### src/rtl/sprite_config_scheduler.sv
// Sprite configuration bus scheduler: queues per-sprite xy/dxy write requests
// and issues one strobe per cycle with LFSR-derived position and velocity.
module sprite_config_scheduler #(
    parameter int          N_SPRITES = 5,
    parameter int          X_WIDTH   = 10,
    parameter int          Y_WIDTH   = 9,
    parameter int          DXY_WIDTH = 4,
    parameter int          SCREEN_W  = 640,
    parameter int          SCREEN_H  = 480,
    parameter logic [15:0] LFSR_SEED = 16'hACE1
) (
    input  logic                 clk,
    input  logic                 rst,
    input  logic [N_SPRITES-1:0] req_xy,
    input  logic [N_SPRITES-1:0] req_dxy,
    input  logic                 hold,
    input  logic [1:0]           difficulty,
    output logic                 busy,
    output logic                 all_done,
    output logic [N_SPRITES-1:0] sprite_write_xy,
    output logic [N_SPRITES-1:0] sprite_write_dxy,
    output logic [X_WIDTH-1:0]   sprite_x,
    output logic [Y_WIDTH-1:0]   sprite_y,
    output logic [DXY_WIDTH-1:0] sprite_dx,
    output logic [DXY_WIDTH-1:0] sprite_dy
);

    localparam logic [X_WIDTH-1:0] SW = X_WIDTH'(SCREEN_W);
    localparam logic [Y_WIDTH-1:0] SH = Y_WIDTH'(SCREEN_H);

    logic [N_SPRITES-1:0] pend_xy;
    logic [N_SPRITES-1:0] pend_dxy;
    logic [N_SPRITES-1:0] gnt_xy;
    logic [N_SPRITES-1:0] gnt_dxy;
    logic [N_SPRITES-1:0] nxt_xy;
    logic [N_SPRITES-1:0] nxt_dxy;
    logic [15:0]          lfsr;
    logic                 fb;
    logic [X_WIDTH-1:0]   x_raw;
    logic [X_WIDTH-1:0]   x_fold;
    logic [Y_WIDTH-1:0]   y_raw;
    logic [Y_WIDTH-1:0]   y_fold;
    logic [DXY_WIDTH-1:0] mag;
    logic [DXY_WIDTH-1:0] dx_nxt;
    logic [DXY_WIDTH-1:0] dy_nxt;
    logic                 any_gnt;

    // x & -x isolates the lowest set bit; xy always outranks dxy
    assign gnt_xy  = hold ? '0 : (pend_xy & (-pend_xy));
    assign gnt_dxy = (hold || (|pend_xy)) ? '0
                   : (pend_dxy & (-pend_dxy));
    assign any_gnt = (|gnt_xy) || (|gnt_dxy);

    assign nxt_xy  = (pend_xy & ~gnt_xy) | req_xy;
    assign nxt_dxy = (pend_dxy & ~gnt_dxy) | req_dxy;

    assign fb = lfsr[15] ^ lfsr[13] ^ lfsr[12] ^ lfsr[10];

    assign x_raw  = lfsr[X_WIDTH-1:0];
    assign x_fold = (x_raw >= SW) ? (x_raw - SW) : x_raw;
    assign y_raw  = lfsr[15 -: Y_WIDTH];
    assign y_fold = (y_raw >= SH) ? (y_raw - SH) : y_raw;

    assign mag    = DXY_WIDTH'(difficulty) + DXY_WIDTH'(1);
    assign dx_nxt = lfsr[0] ? (-mag) : mag;
    assign dy_nxt = lfsr[1] ? (-mag) : mag;

    assign busy = (|pend_xy) || (|pend_dxy);

    always_ff @(posedge clk or negedge rst) begin
        if (!rst) begin
            pend_xy          <= '0;
            pend_dxy         <= '0;
            lfsr             <= LFSR_SEED;
            all_done         <= 1'b0;
            sprite_write_xy  <= '0;
            sprite_write_dxy <= '0;
            sprite_x         <= '0;
            sprite_y         <= '0;
            sprite_dx        <= '0;
            sprite_dy        <= '0;
        end else begin
            pend_xy          <= nxt_xy;
            pend_dxy         <= nxt_dxy;
            lfsr             <= {lfsr[14:0], fb};
            sprite_write_xy  <= gnt_xy;
            sprite_write_dxy <= gnt_dxy;
            all_done         <= any_gnt && (nxt_xy == '0)
                                && (nxt_dxy == '0);
            if (|gnt_xy) begin
                sprite_x <= x_fold;
                sprite_y <= y_fold;
            end
            if (|gnt_dxy) begin
                sprite_dx <= dx_nxt;
                sprite_dy <= dy_nxt;
            end
        end
    end

endmodule

### config.mk
export PLATFORM = sky130hd
export DESIGN_NAME = sprite_config_scheduler
export DESIGN_NICKNAME = d
export VERILOG_FILES = /design/src/rtl/sprite_config_scheduler.sv
export SDC_FILE = /design/constraint.sdc
export NUM_CORES = 1
export LEC_CHECK = 0
export BUFFER_PORTS_ARGS = -buffer_cell sky130_fd_sc_hd__buf_4
export CORE_MARGIN = 5
export CORE_UTILIZATION = 48
export CTS_CLUSTER_SIZE = 12
export DETAILED_ROUTE_END_ITERATION = 10
export PLACE_DENSITY = 0.74
export SYNTH_ARGS = -nofsm -noshare
export SYNTH_HDL_FRONTEND = slang
export SYNTH_SLANG_ARGS = --single-unit
### constraint.sdc
create_clock -name clk -period 2 [get_ports clk]
set_input_delay 0.1 -clock clk [delete_from_list [all_inputs] [get_ports clk]]
set_output_delay 0.1 -clock clk [all_outputs]
set_load 0.01 [all_outputs]
==> impl_metrics.env <==
export IMPL_first_pass_iters=4
export IMPL_drtIter0Drc=138
export IMPL_die_h_um=83.0
export IMPL_grt_pass1_vias=1930
export IMPL_end_kind="flop"
export IMPL_yosys_cell_types_count=37
export IMPL_netlist_top_cell_by_area="dfrtp_1"
export IMPL_syn_nets=257
export IMPL_dp_hpwl_mm=3.48
export IMPL_finalSetupViolations=0
export IMPL_slowest_stage="or4b_1"
export IMPL_numCtsBuffers=9
export IMPL_irDropWorstVdd_mv=0.529
export IMPL_grt_total_usage=0.167
export IMPL_worstSetupPathType="reg2reg"
export IMPL_critical_path_max_fanout=3
export IMPL_min_period_ns=1.92
export IMPL_place_gp_congestion=0.823
export IMPL_fp_dieW_um=83.0
export IMPL_crit_chain="or3_1 > or3_1 > or4b_1 > a31oi_1"
export IMPL_slew_headroom=0.402
export IMPL_floorplan_rows=26
export IMPL_dieArea_um2=6900
export IMPL_vias_per_cell=5.02
export IMPL_antenna_left=0
export IMPL_syn_area_per_cell_um2=10.8
export IMPL_period_share=0.960
export IMPL_finalMaxSlewViolations=0
export IMPL_io_buffer_count=53
export IMPL_cts_sinks=64
export IMPL_grt_max_degree=65
export IMPL_r2r_start="pend_xy[1]$_DFF_PN0_"
export IMPL_worstSkewPairLatency_ns=0.34
export IMPL_clock_skew_ns=0.00901
export IMPL_seq_area_frac_synth=0.629
export IMPL_cts_repair_resized=0
export IMPL_cp_common_cell="or3_1"
export IMPL_worst_pin_slew_ns=0.897
export IMPL_tritoncts="yes"
export IMPL_netlist_top_cells_area="dfrtp_1 (55%), dfstp_2 (8.2%), nand2_1 (7.9%), a21o_1 (2.9%), ha_1 (2.4%)"
export IMPL_cts_buffer_depth=2
export IMPL_root_buffer="clkbuf_8"
export IMPL_nets=333
export IMPL_htreeDepth=3
export IMPL_startpoint="pend_xy[1]$_DFF_PN0_"
export IMPL_gr_total_overflow=0
export IMPL_p_leak_nw=1.62
export IMPL_cts_clk_slew_worst_paths_ns=0.06
export IMPL_rsz0062_at_grt="false"
export IMPL_cap_viol_max_count=0
export IMPL_synth_cells=237
export IMPL_powerDensity_nw_per_um2=731
export IMPL_finalHoldViolations=0
export IMPL_wl_per_cell_um=13.7
export IMPL_layout_common_cells="buf_4 (61), dfrtp_1 (56), nand2_1 (54), o21ai_0 (12), dlygate4sd3_1 (12)"
export IMPL_status="completed"
export IMPL_area_growth_pct=31.7
export IMPL_fmax_mhz=521
export IMPL_design_area_um2=3370
export IMPL_n_antenna_cell=0
export IMPL_grt_pass1_wl_mm=9.07
export IMPL_arrival_ns=2.18
export IMPL_synth_area_um2=2560
export IMPL_start_kind="flop"
export IMPL_io_pins=54
export IMPL_drc=0
export IMPL_antenna_found_initial=0
export IMPL_synth_seq_cells=64
export IMPL_final_common_cell="buf_4"
export IMPL_cp_required_ns=2.26
export IMPL_min_from="hold"
export IMPL_synth_top_area_frac=0.547
export IMPL_wirelength_mm=5.33
export IMPL_yosysWarningCount=0
export IMPL_max_stage_delay_ns=0.50
export IMPL_drive_above_1_share=0.270
export IMPL_placed_cell_area_um2=3070
export IMPL_dr_total_vias=1949
export IMPL_initial_core_util=0.498
export IMPL_timing_hold_ws_ns=0.0217
export IMPL_hold_path_class="in2reg"
export IMPL_setup_tns_ns=0
export IMPL_core_um2=5140
-- synth_stat cells --
master	count
nand2b_1	3
xor2_1	1
nand2_1	54
o2111ai_1	1
or4_4	1
dfstp_2	8
nor2b_1	5
o211ai_1	1
nor4_1	2
a2111o_1	1
nor4b_1	1
nand4_1	2
or4_1	2
buf_6	1
nand3_1	4
nor3b_1	3
ha_1	5
inv_1	7
o21ai_1	8
a31oi_1	1
or3_1	3
a211oi_1	3
or4b_1	1
clkbuf_1	7
a21o_1	10
and2_1	2
nor2_1	10
o21ai_0	12
and3_1	2
a41oi_1	1
xnor2_1	6
nor3_1	5
a21oi_1	4
o22ai_1	2
or2_1	1
mux2_2	1
dfrtp_1	56
-- power breakdown --
group	total (mW)	switching (mW)	internal, mW
logic	0.147	0.0800	0.0672
clock network	1.00	0.486	0.517
registers	1.32	0.00729	1.31
-- final timing paths --
check,to,slack (ns),cells after the start
min reg2reg,lfsr[6]$_DFF_PN1_,0.37,0
max,all_done$_DFF_PN0_,0.08,4
max reg2reg,all_done$_DFF_PN0_,0.08,4
min in group asynchronous,sprite_write_dxy[2]$_DFF_PN0_,0.38,2
max in group asynchronous,sprite_write_xy[3]$_DFF_PN0_,1.11,2
min,sprite_write_xy[0]$_DFF_PN0_,0.02,2
-- registers in the layout (all words and copies together) (netlist names), 4 cells and up --
name              flops
lfsr                 16
sprite_x             10
sprite_y              9
pend_dxy              5
pend_xy               5
sprite_write_dxy      5
sprite_write_xy       5
sprite_dx             4
sprite_dy             4
-- routing by layer --
metal | GRT usage | vias to the layer above | share of wire
li1 | - | 960 | -
met1 | 0.204 | 903 | 0.43
met2 | 0.257 | 64 | 0.47
met3 | 0.0406 | 22 | 0.054
met4 | 0.119 | 0 | 0.041
met5 | 0 | - | 0
-- critical path: cells and delay by family (launching register included) --
| kind | cells | cell delay, ns |
|---|---|---|
| AND/OR/NAND/NOR | 3 | 1.28 |
| AO/OA/AOI/OAI | 1 | 0.17 |
| flip-flops | 1 | 0.40 |
-- area by class of cell --
class                           instances  area, um^2
Clock inverter                          4        28.8
Inverter                                7        26.3
Tap cell                               70        87.6
Clock buffer                           12         155
Sequential cell                        64        1610
Timing Repair Buffer                   73         578
Fill cell                             416        1770
Multi-Input combinational cell        158         886
-- timing repair --
action	in CTS	in global routing
setup buffers	0	0
hold buffers	12	0
hold endpoints to repair	68	0
-- through the flow --
step,utilization,cells,total power [mW],setup slack (ns)
6_report,0.656,388,2.47,0.0805
5_1_grt,0.656,388,2.57,0.0221
4_1_cts,0.656,388,2.50,0.115
3_5_place_dp,0.597,360,1.47,0.133
3_3_place_gp,0.597,360,1.47,0.176
2_1_floorplan,-,237,1.39,0.110
-- kinds of logic after synthesis --
| family | count (synthesis) | synth area share |
|---|---|---|
| xor+xnor | 7 | 0.0239 |
| flops | 64 | 0.629 |
| buf+inv | 15 | 0.0249 |
| fa+ha+maj | 5 | 0.0244 |
| compound gates | 44 | 0.107 |
| mux | 1 | 0.00440 |
| simple gates | 101 | 0.187 |
Note: power is estimated with default switching activity, not from simulation.
